$ cat src/rtl/music_pkg.sv
// Shared definitions for the music-game controllers: FSM states, field widths,
// end-marker value and the {pitch, length} slice positions of a song ROM word.
package music_pkg;

    localparam int unsigned PITCH_W_DEF    = 4;
    localparam int unsigned LEN_W_DEF      = 4;
    localparam int unsigned END_MARKER_LEN = 0;
    localparam int unsigned LEN_LSB        = 0;

    // Pitch sits directly above the length field.
    function automatic int unsigned pitch_lsb(input int unsigned len_w);
        return len_w;
    endfunction

    typedef enum logic [2:0] {
        ST_IDLE,
        ST_FETCH,
        ST_LOAD,
        ST_PLAY,
        ST_DONE
    } state_e;

endpackage

$ cat src/rtl/note_len_counter.sv
// Counts accepted beat ticks within one note and flags its first and last tick.
module note_len_counter
    import music_pkg::*;
#(
    parameter int unsigned LEN_W = LEN_W_DEF
) (
    input  logic             clk,
    input  logic             rst,
    input  logic             clear,
    input  logic             tick_en,
    input  logic [LEN_W-1:0] length,
    output logic             first_tick,
    output logic             last_tick
);

    logic [LEN_W-1:0] len_cnt_q, len_cnt_d;
    logic [LEN_W-1:0] len_last;

    assign len_last   = length - 1'b1;
    assign first_tick = (len_cnt_q == '0);
    assign last_tick  = (len_cnt_q == len_last);

    always_comb begin
        len_cnt_d = len_cnt_q;
        if (clear) begin
            len_cnt_d = '0;
        end else if (tick_en) begin
            len_cnt_d = len_cnt_q + 1'b1;
        end
    end

    always_ff @(posedge clk) begin
        if (rst) begin
            len_cnt_q <= '0;
        end else begin
            len_cnt_q <= len_cnt_d;
        end
    end

endmodule

$ cat src/rtl/note_sequencer.sv
// Song-table player: fetches {pitch, length} entries and holds each pitch for its
// length in beat ticks. Define NOTE_SEQ_LOOP_EN to loop the song instead of stopping.
module note_sequencer
    import music_pkg::*;
#(
    parameter int unsigned ADDR_W   = 5,
    parameter int unsigned SONG_LEN = 32,
    parameter int unsigned LEN_W    = LEN_W_DEF,
    parameter int unsigned PITCH_W  = PITCH_W_DEF
) (
    input  logic                     clk,
    input  logic                     rst,
    input  logic                     tick,
    input  logic                     start,
    input  logic                     pause,
    output logic [ADDR_W-1:0]        rom_addr,
    input  logic [PITCH_W+LEN_W-1:0] rom_data,
    output logic [PITCH_W-1:0]       pitch,
    output logic                     note_on,
    output logic                     led2shift,
    output logic                     change,
    output logic                     busy,
    output logic                     done
);

    localparam int unsigned PITCH_LSB = pitch_lsb(LEN_W);

    state_e             state_q, state_d;
    logic [ADDR_W-1:0]  addr_q, addr_d;
    logic [PITCH_W-1:0] pitch_q, pitch_d;
    logic [LEN_W-1:0]   length_q, length_d;

    logic [LEN_W-1:0]   rom_len;
    logic [PITCH_W-1:0] rom_pitch;
    logic               beat, first_tick, last_tick, last_addr;

    assign rom_len   = rom_data[LEN_LSB +: LEN_W];
    assign rom_pitch = rom_data[PITCH_LSB +: PITCH_W];
    assign beat      = (state_q == ST_PLAY) && tick && !pause;
    assign last_addr = (addr_q == ADDR_W'(SONG_LEN - 1));

    note_len_counter #(.LEN_W(LEN_W)) u_len_cnt (
        .clk        (clk),
        .rst        (rst),
        .clear      (state_q == ST_LOAD),
        .tick_en    (beat),
        .length     (length_q),
        .first_tick (first_tick),
        .last_tick  (last_tick)
    );

    always_comb begin
        state_d   = state_q;
        addr_d    = addr_q;
        pitch_d   = pitch_q;
        length_d  = length_q;
        led2shift = 1'b0;
        change    = 1'b0;
        case (state_q)
            ST_IDLE, ST_DONE: begin
                if (start) begin
                    state_d = ST_FETCH;
                    addr_d  = '0;
                end
            end
            ST_FETCH: state_d = ST_LOAD;
            ST_LOAD: begin
                if (rom_len == LEN_W'(END_MARKER_LEN)) begin
`ifdef NOTE_SEQ_LOOP_EN
                    // A marker at entry 0 means nothing playable: stop rather than spin.
                    if (addr_q == '0) begin
                        state_d = ST_DONE;
                    end else begin
                        state_d = ST_FETCH;
                        addr_d  = '0;
                    end
`else
                    state_d = ST_DONE;
`endif
                end else begin
                    pitch_d  = rom_pitch;
                    length_d = rom_len;
                    state_d  = ST_PLAY;
                end
            end
            ST_PLAY: begin
                if (beat) begin
                    led2shift = first_tick;
                    if (last_tick) begin
                        change = 1'b1;
                        if (last_addr) begin
`ifdef NOTE_SEQ_LOOP_EN
                            state_d = ST_FETCH;
                            addr_d  = '0;
`else
                            state_d = ST_DONE;
`endif
                        end else begin
                            state_d = ST_FETCH;
                            addr_d  = addr_q + 1'b1;
                        end
                    end
                end
            end
            default: state_d = ST_IDLE;
        endcase
    end

    always_ff @(posedge clk) begin
        if (rst) begin
            state_q  <= ST_IDLE;
            addr_q   <= '0;
            pitch_q  <= '0;
            length_q <= '0;
        end else begin
            state_q  <= state_d;
            addr_q   <= addr_d;
            pitch_q  <= pitch_d;
            length_q <= length_d;
        end
    end

    assign rom_addr = addr_q;
    assign pitch    = pitch_q;
    assign note_on  = (state_q == ST_PLAY);
    assign busy     = (state_q != ST_IDLE) && (state_q != ST_DONE);
    assign done     = (state_q == ST_DONE);

endmodule

$ cat config.mk
export PLATFORM = sky130hd
export DESIGN_NAME = note_sequencer
export DESIGN_NICKNAME = d
export VERILOG_FILES = /design/src/rtl/music_pkg.sv /design/src/rtl/note_len_counter.sv /design/src/rtl/note_sequencer.sv
export SDC_FILE = /design/constraint.sdc
export NUM_CORES = 1
export LEC_CHECK = 0
export CAP_MARGIN = 10
export CELL_PAD_IN_SITES_DETAIL_PLACEMENT = 1
export CELL_PAD_IN_SITES_GLOBAL_PLACEMENT = 1
export CORE_MARGIN = 5
export CORE_UTILIZATION = 39
export CTS_CLUSTER_DIAMETER = 120
export DETAILED_ROUTE_END_ITERATION = 10
export PLACE_DENSITY = 0.94
export SETUP_SLACK_MARGIN = 0.5
export SYNTH_ARGS = -nofsm -noshare
export SYNTH_HDL_FRONTEND = slang
export SYNTH_SLANG_ARGS = --single-unit
$ cat constraint.sdc
create_clock -name clk -period 3.65 [get_ports clk]
set_clock_uncertainty 0.2 [all_clocks]
set_input_delay 0.5475 -clock clk [delete_from_list [all_inputs] [get_ports clk]]
set_output_delay 0.5475 -clock clk [all_outputs]
set_load 0.005 [all_outputs]
======== After elaboration in Yosys (flattened, before gate mapping) ========
Cells that the tools add are included.
storage, ports and cells
  register bits after elaboration ......... 20
  bits of input ports ..................... 13
  word-level logic and storage cells ...... 50
cells by class
  add/sub/neg operators ................... 3
  eq/ne operators ......................... 11
  mux-type cells .......................... 16
  bitwise operators ....................... 1
  reduce and logical (&&, ||, !) cells .... 14
operators by type and width
  operator             number
  $mux 5               4
  $mux 3               5
  $pmux 3 s4           1
  $pmux 5 s2           1
  $logic_not 4->1      2
  $eq 3x2->1 const B   2
  $add 5x1->5 const B  1
  $eq 5x5->1 const B   1
  $mux 1               5
  $reduce_and 5->1     1
  $add 4x1->4 const B  1
  $eq 4x4->1           1
  $ne 2x1->1 const B   2
  $ne 2x2->1 const B   2
  $reduce_or 2->1      2
  $sub 4x1->4 const B  1
  $eq 3x1->1 const B   1
  $eq 3x3->1 const B   1
  $logic_and 1x1->1    3
  $logic_not 3->1      1
  $ne 3x3->1 const B   1
  $reduce_and 3->1     1
  $reduce_bool 3->1    1
  $reduce_and 2->1     1
  3 further kinds      3

======== Logic depth before layout (Yosys ltp) ========
  depth in word-level cells ............... 5
  gate-level depth with buffers ........... 7

======== Hierarchy ========
A second synthesis with hierarchy kept.
second synthesis, totals
  cell total of the unflattened synthesis .. 117
  area, all modules ....................... 1,074.8 um2
by module, submodules not included
  module            instances  cells each  area an instance (um2)
  note_sequencer    1          87          799.5
  note_len_counter  1          30          275.3

======== Least setup slack after synthesis ========
No wires, ideal clock.
  kind .................................... register -> output
  start point ............................. register length_q[0]
  end point ............................... output port change
  data arrival time ....................... 1.403 ns
  required time ........................... 2.902 ns
  slack ................................... 1.500 ns
  stages on the path, launching flop included .. 6
  path buffers ............................ 0
  cells stage by stage .................... dfxtp_1 inv_1 ha_1 xnor2_1 nor4_4 and3_4
on the way
  cells in the longest elaborated chain, start to end .. 5
RTL lines
  what                    line                    source
  from (decl)             note_sequencer.sv:31    logic [LEN_W-1:0] length_q, length_d;
  from (signal assigned)  note_sequencer.sv:119   length_q <= length_d;
  $sub 4x1->4             note_len_counter.sv:19  assign len_last = length - 1'b1;
  $eq 4x4->1              note_len_counter.sv:21  assign last_tick = (len_cnt_q == len_last);
  $mux 1                  note_sequencer.sv:89    if (last_tick) begin
  $mux 1                  note_sequencer.sv:87    if (beat) begin
  $mux 1                  note_sequencer.sv:59    case (state_q)
  to (decl)               note_sequencer.sv:21    output logic change,
No other way between the ends.

======== Worst setup path in the final report ========
  start point ............................. register length_q[1]
  end point ............................... output port change
The elaborated chain is that of the path after synthesis.

==> flow_metrics.py <==
metrics = {
    "outcome": {
        "status": "complete, no violations",
    },
    "clock_tree": {
        "clkTransAtPathRegs_ns": 0.12,
        "root_buffer": "clkbuf_4",
        "clk_latency_ns": 0.31,
        "ctsHoldBuffers": 0,
        "cts_max_path_buffers": 2,
        "numCtsBuffers": 3,
        "htreeDepth": 1,
        "cts.sinks": 20,
        "cts_tree": "built",
    },
    "logic_synthesis": {
        "synth_ff_type": "dfxtp_1",
        "synth_edf_count": 0,
        "synthTopCellsByArea": "dfxtp_1 (35%), ha_1 (5.5%), xnor2_1 (4.6%)",
        "ys_seq_area_share_pct": 35.2,
        "synth.top_cell.area_share_pct": 35.2,
        "synthesis.nets": 148,
        "synth_warnings": 0,
        "async_reset_ff_share_pct": 0,
        "avgSynthCellArea_um2": 8.74,
        "synth_area_mm2": 0.00114,
        "syn_inst": 130,
        "synth_seq_cells": 20,
        "synth_top_area_cell": "dfxtp_1",
        "synth.distinct_cells": 41,
    },
    "sta": {
        "fin_crit_ns": 3.03,
        "fin_tns_setup_ns": 0,
        "fmax_mhz": 330,
        "setup_viol": 0,
        "finalCritPeriodShare_pct": 83.0,
        "hold_violations": 0,
        "grt_setup_unrepaired": "false",
        "setup_slack_ns": 0.620,
        "maxSlewViolCount": 0,
        "max_slew_margin_pct": 61.3,
        "tightest_slew_ns": 0.574,
    },
    "power_and_ir_drop": {
        "internal-power_mw": 0.383,
        "p_sw_share_pct": 25.7,
        "clockPowerShare_pct": 35.9,
        "combPwrFrac_pct": 17.5,
        "p_sw_mw": 0.133,
        "ir_drop_v": 0.000213,
        "power_density_mw_per_mm2": 350,
        "power_frac_seq_pct": 46.6,
        "p_leak_nw": 0.585,
    },
    "finish": {
        "nets": 175,
        "drive_gt1_share_pct": 8.97,
        "stdcell_count": 187,
        "n_antenna_cell": 0,
        "design_area_mm2": 0.00147,
        "area_growth_pct": 29.6,
        "fill_cells": 344,
    },
    "drt": {
        "viasPerCell": 5.61,
        "firstDrtPassIters": 4,
        "ant_nets": 0,
        "drt_iter0_drc": 39,
        "vias": 1049,
        "wire_per_inst_um": 17.6,
        "drc": 0,
        "routed_wl_mm": 3.29,
    },
    "critical_path": {
        "crit_buf_inv": 2,
        "crit_chain": "inv_1 -> ha_1 -> xnor2_1 -> nor4_4 -> and3_4 -> clkdlybuf4s50_1",
        "cp_top_family": "buffers and inverters",
        "setup.worst_path.start_class": "flop",
        "end_kind": "output port",
        "worstPathRequired_ns": 2.90,
        "crit_fanout": 4,
        "critical_path_class": "flop to output port",
        "crit_slowest_cell": "clkdlybuf4s50_1",
        "arrival_ns": 2.28,
        "slowest_delay_ns": 0.51,
    },
    "floorplan": {
        "pin_count": 27,
        "chipHeight_um": 64.0,
        "start_util_pct": 40.8,
        "coreArea_mm2": 0.00278,
        "dieArea_mm2": 0.00409,
        "die_w_um": 64.0,
        "rows": 19,
    },
    "place": {
        "globalplace.congestion": 0.836,
        "dp_hpwl_mm": 2.49,
        "place_area_mm2": 0.00140,
        "place_ws_ns": 0.509,
        "place_inst": 182,
        "port-buffer-count": 26,
    },
    "grt": {
        "grt_pass1_vias": 1107,
        "grt_pass1_wl_mm": 5.52,
        "grt_max_degree": 15,
        "grt.total_usage_pct": 17.1,
        "gr-total-overflow": 0,
        "grt_antenna_before_repair": 0,
    },
    "run": {
        "max_cap_violations": 0,
    },
    "hold_path": {
        "hold_class": "flop to flop",
    },
}
registers in the layout (all words and copies together) (netlist names):
name and cells:
length_q 4, pitch 4, rom_addr 5, state_q 3, u_len_cnt.len_cnt_q 4
layout by cell type (no fill, tap or decap), types with 2 or more instances in the layout:
cell | netlist | routed
xnor2_1 | 6 | 5
dfxtp_1 | 20 | 19
a21oi_1 | 9 | 9
xor2_1 | 3 | 3
ha_1 | 5 | 5
mux2i_1 | 3 | 3
nor2_1 | 12 | 12
nand2_1 | 12 | 12
and2_1 | 2 | 2
nor3_1 | 5 | 5
and4_1 | 2 | 2
nand4_1 | 3 | 3
nand3_1 | 7 | 7
inv_1 | 7 | 7
nand2b_1 | 2 | 2
clkbuf_4 | 0 | 3
a22oi_1 | 3 | 3
clkdlybuf4s50_1 | 0 | 26
and3_1 | 3 | 3
per-stage QoR:
| step | utilization, % | power, mW | hold slack (ns) |
|---|---|---|---|
| after floorplan | - | 0.295 | 0.253 |
| after global placement | 50.5 | 0.325 | 0.243 |
| after detailed placement | 50.5 | 0.333 | 0.254 |
| after CTS | 52.6 | 0.519 | 0.273 |
| after global routing | 52.9 | 0.536 | 0.302 |
| final | 52.9 | 0.515 | 0.270 |
power by group through the flow:
stage | Clock [mW] | Combinational, mW | Sequential (mW)
2_1_floorplan | 0 | 0.0582 | 0.236
3_3_place_gp | 0 | 0.0818 | 0.244
3_5_place_dp | 0 | 0.0879 | 0.245
4_1_cts | 0.190 | 0.0894 | 0.240
5_1_grt | 0.196 | 0.0975 | 0.242
6_report | 0.185 | 0.0900 | 0.240
path summary, 6_finish.rpt:
path | to | depth (start not counted) | slack (ns) | startpoint
max | change | 6 | 0.62 | length_q[1]
min | pitch[1] | 2 | 0.27 | pitch[1]
max reg2reg | rom_addr[1] | 7 | 1.49 | length_q[1]
min reg2reg | pitch[1] | 2 | 0.27 | pitch[1]
layout make-up:
| class | instances | area [um^2] | share of cell area, % |
|---|---|---|---|
| inverter | 7 | 26.3 | 1.78 |
| timing repair buffer | 27 | 268 | 18.2 |
| sequential | 20 | 402 | 27.3 |
| clock inverter | 1 | 30.0 | 2.04 |
| tap | 31 | 38.8 | 2.63 |
| multi-input combinational | 98 | 686 | 46.6 |
| clock buffer | 3 | 22.5 | 1.53 |
synth_stat cells (2+ instances only):
cell type  instances
buf_4              3
nand4_1            3
a22oi_1            3
nor2_1            12
and4_1             2
dfxtp_1           20
and3_1             3
mux2i_1            3
ha_1               5
nand2_1           12
nor3_1             5
and2_1             2
a21oi_1            9
nand2b_1           2
inv_1              7
xnor2_1            6
nand3_1            7
xor2_1             3
tightest hold or removal path, stage by stage, from the launching register on:
cell and delay (ns):
dfxtp_1 0.33, nand2_1 0.05, a21oi_1 0.05
timing repair:
item,4_1_cts,5_1_grt
pin swaps,1,0
setup endpoints to repair,1,1
resized for setup,0,2
gates cloned,0,0
endpoints found under the hold margin,0,0
setup buffers,1,0
cell families after synthesis:
group / Yosys count / share of synthesized area (%)
DFF: 20 / 35.2
buffers and inverters: 12 / 5.07
muxes: 3 / 2.64
AOI/OAI and AO/OA: 21 / 12.3
xor gates and xnor gates: 9 / 6.94
adders and majority gates: 5 / 5.51
and+or+nand+nor: 60 / 32.3
metal layers:
layer / vias to the layer above / GRT usage, % / part of all wire, %
li1: 511 / - / -
met1: 508 / 20.3 / 40
met2: 23 / 29.4 / 53
met3: 7 / 2.63 / 4.1
met4: 0 / 8.83 / 2.8
met5: - / 0 / 0
(Power assumes the default switching activity.)
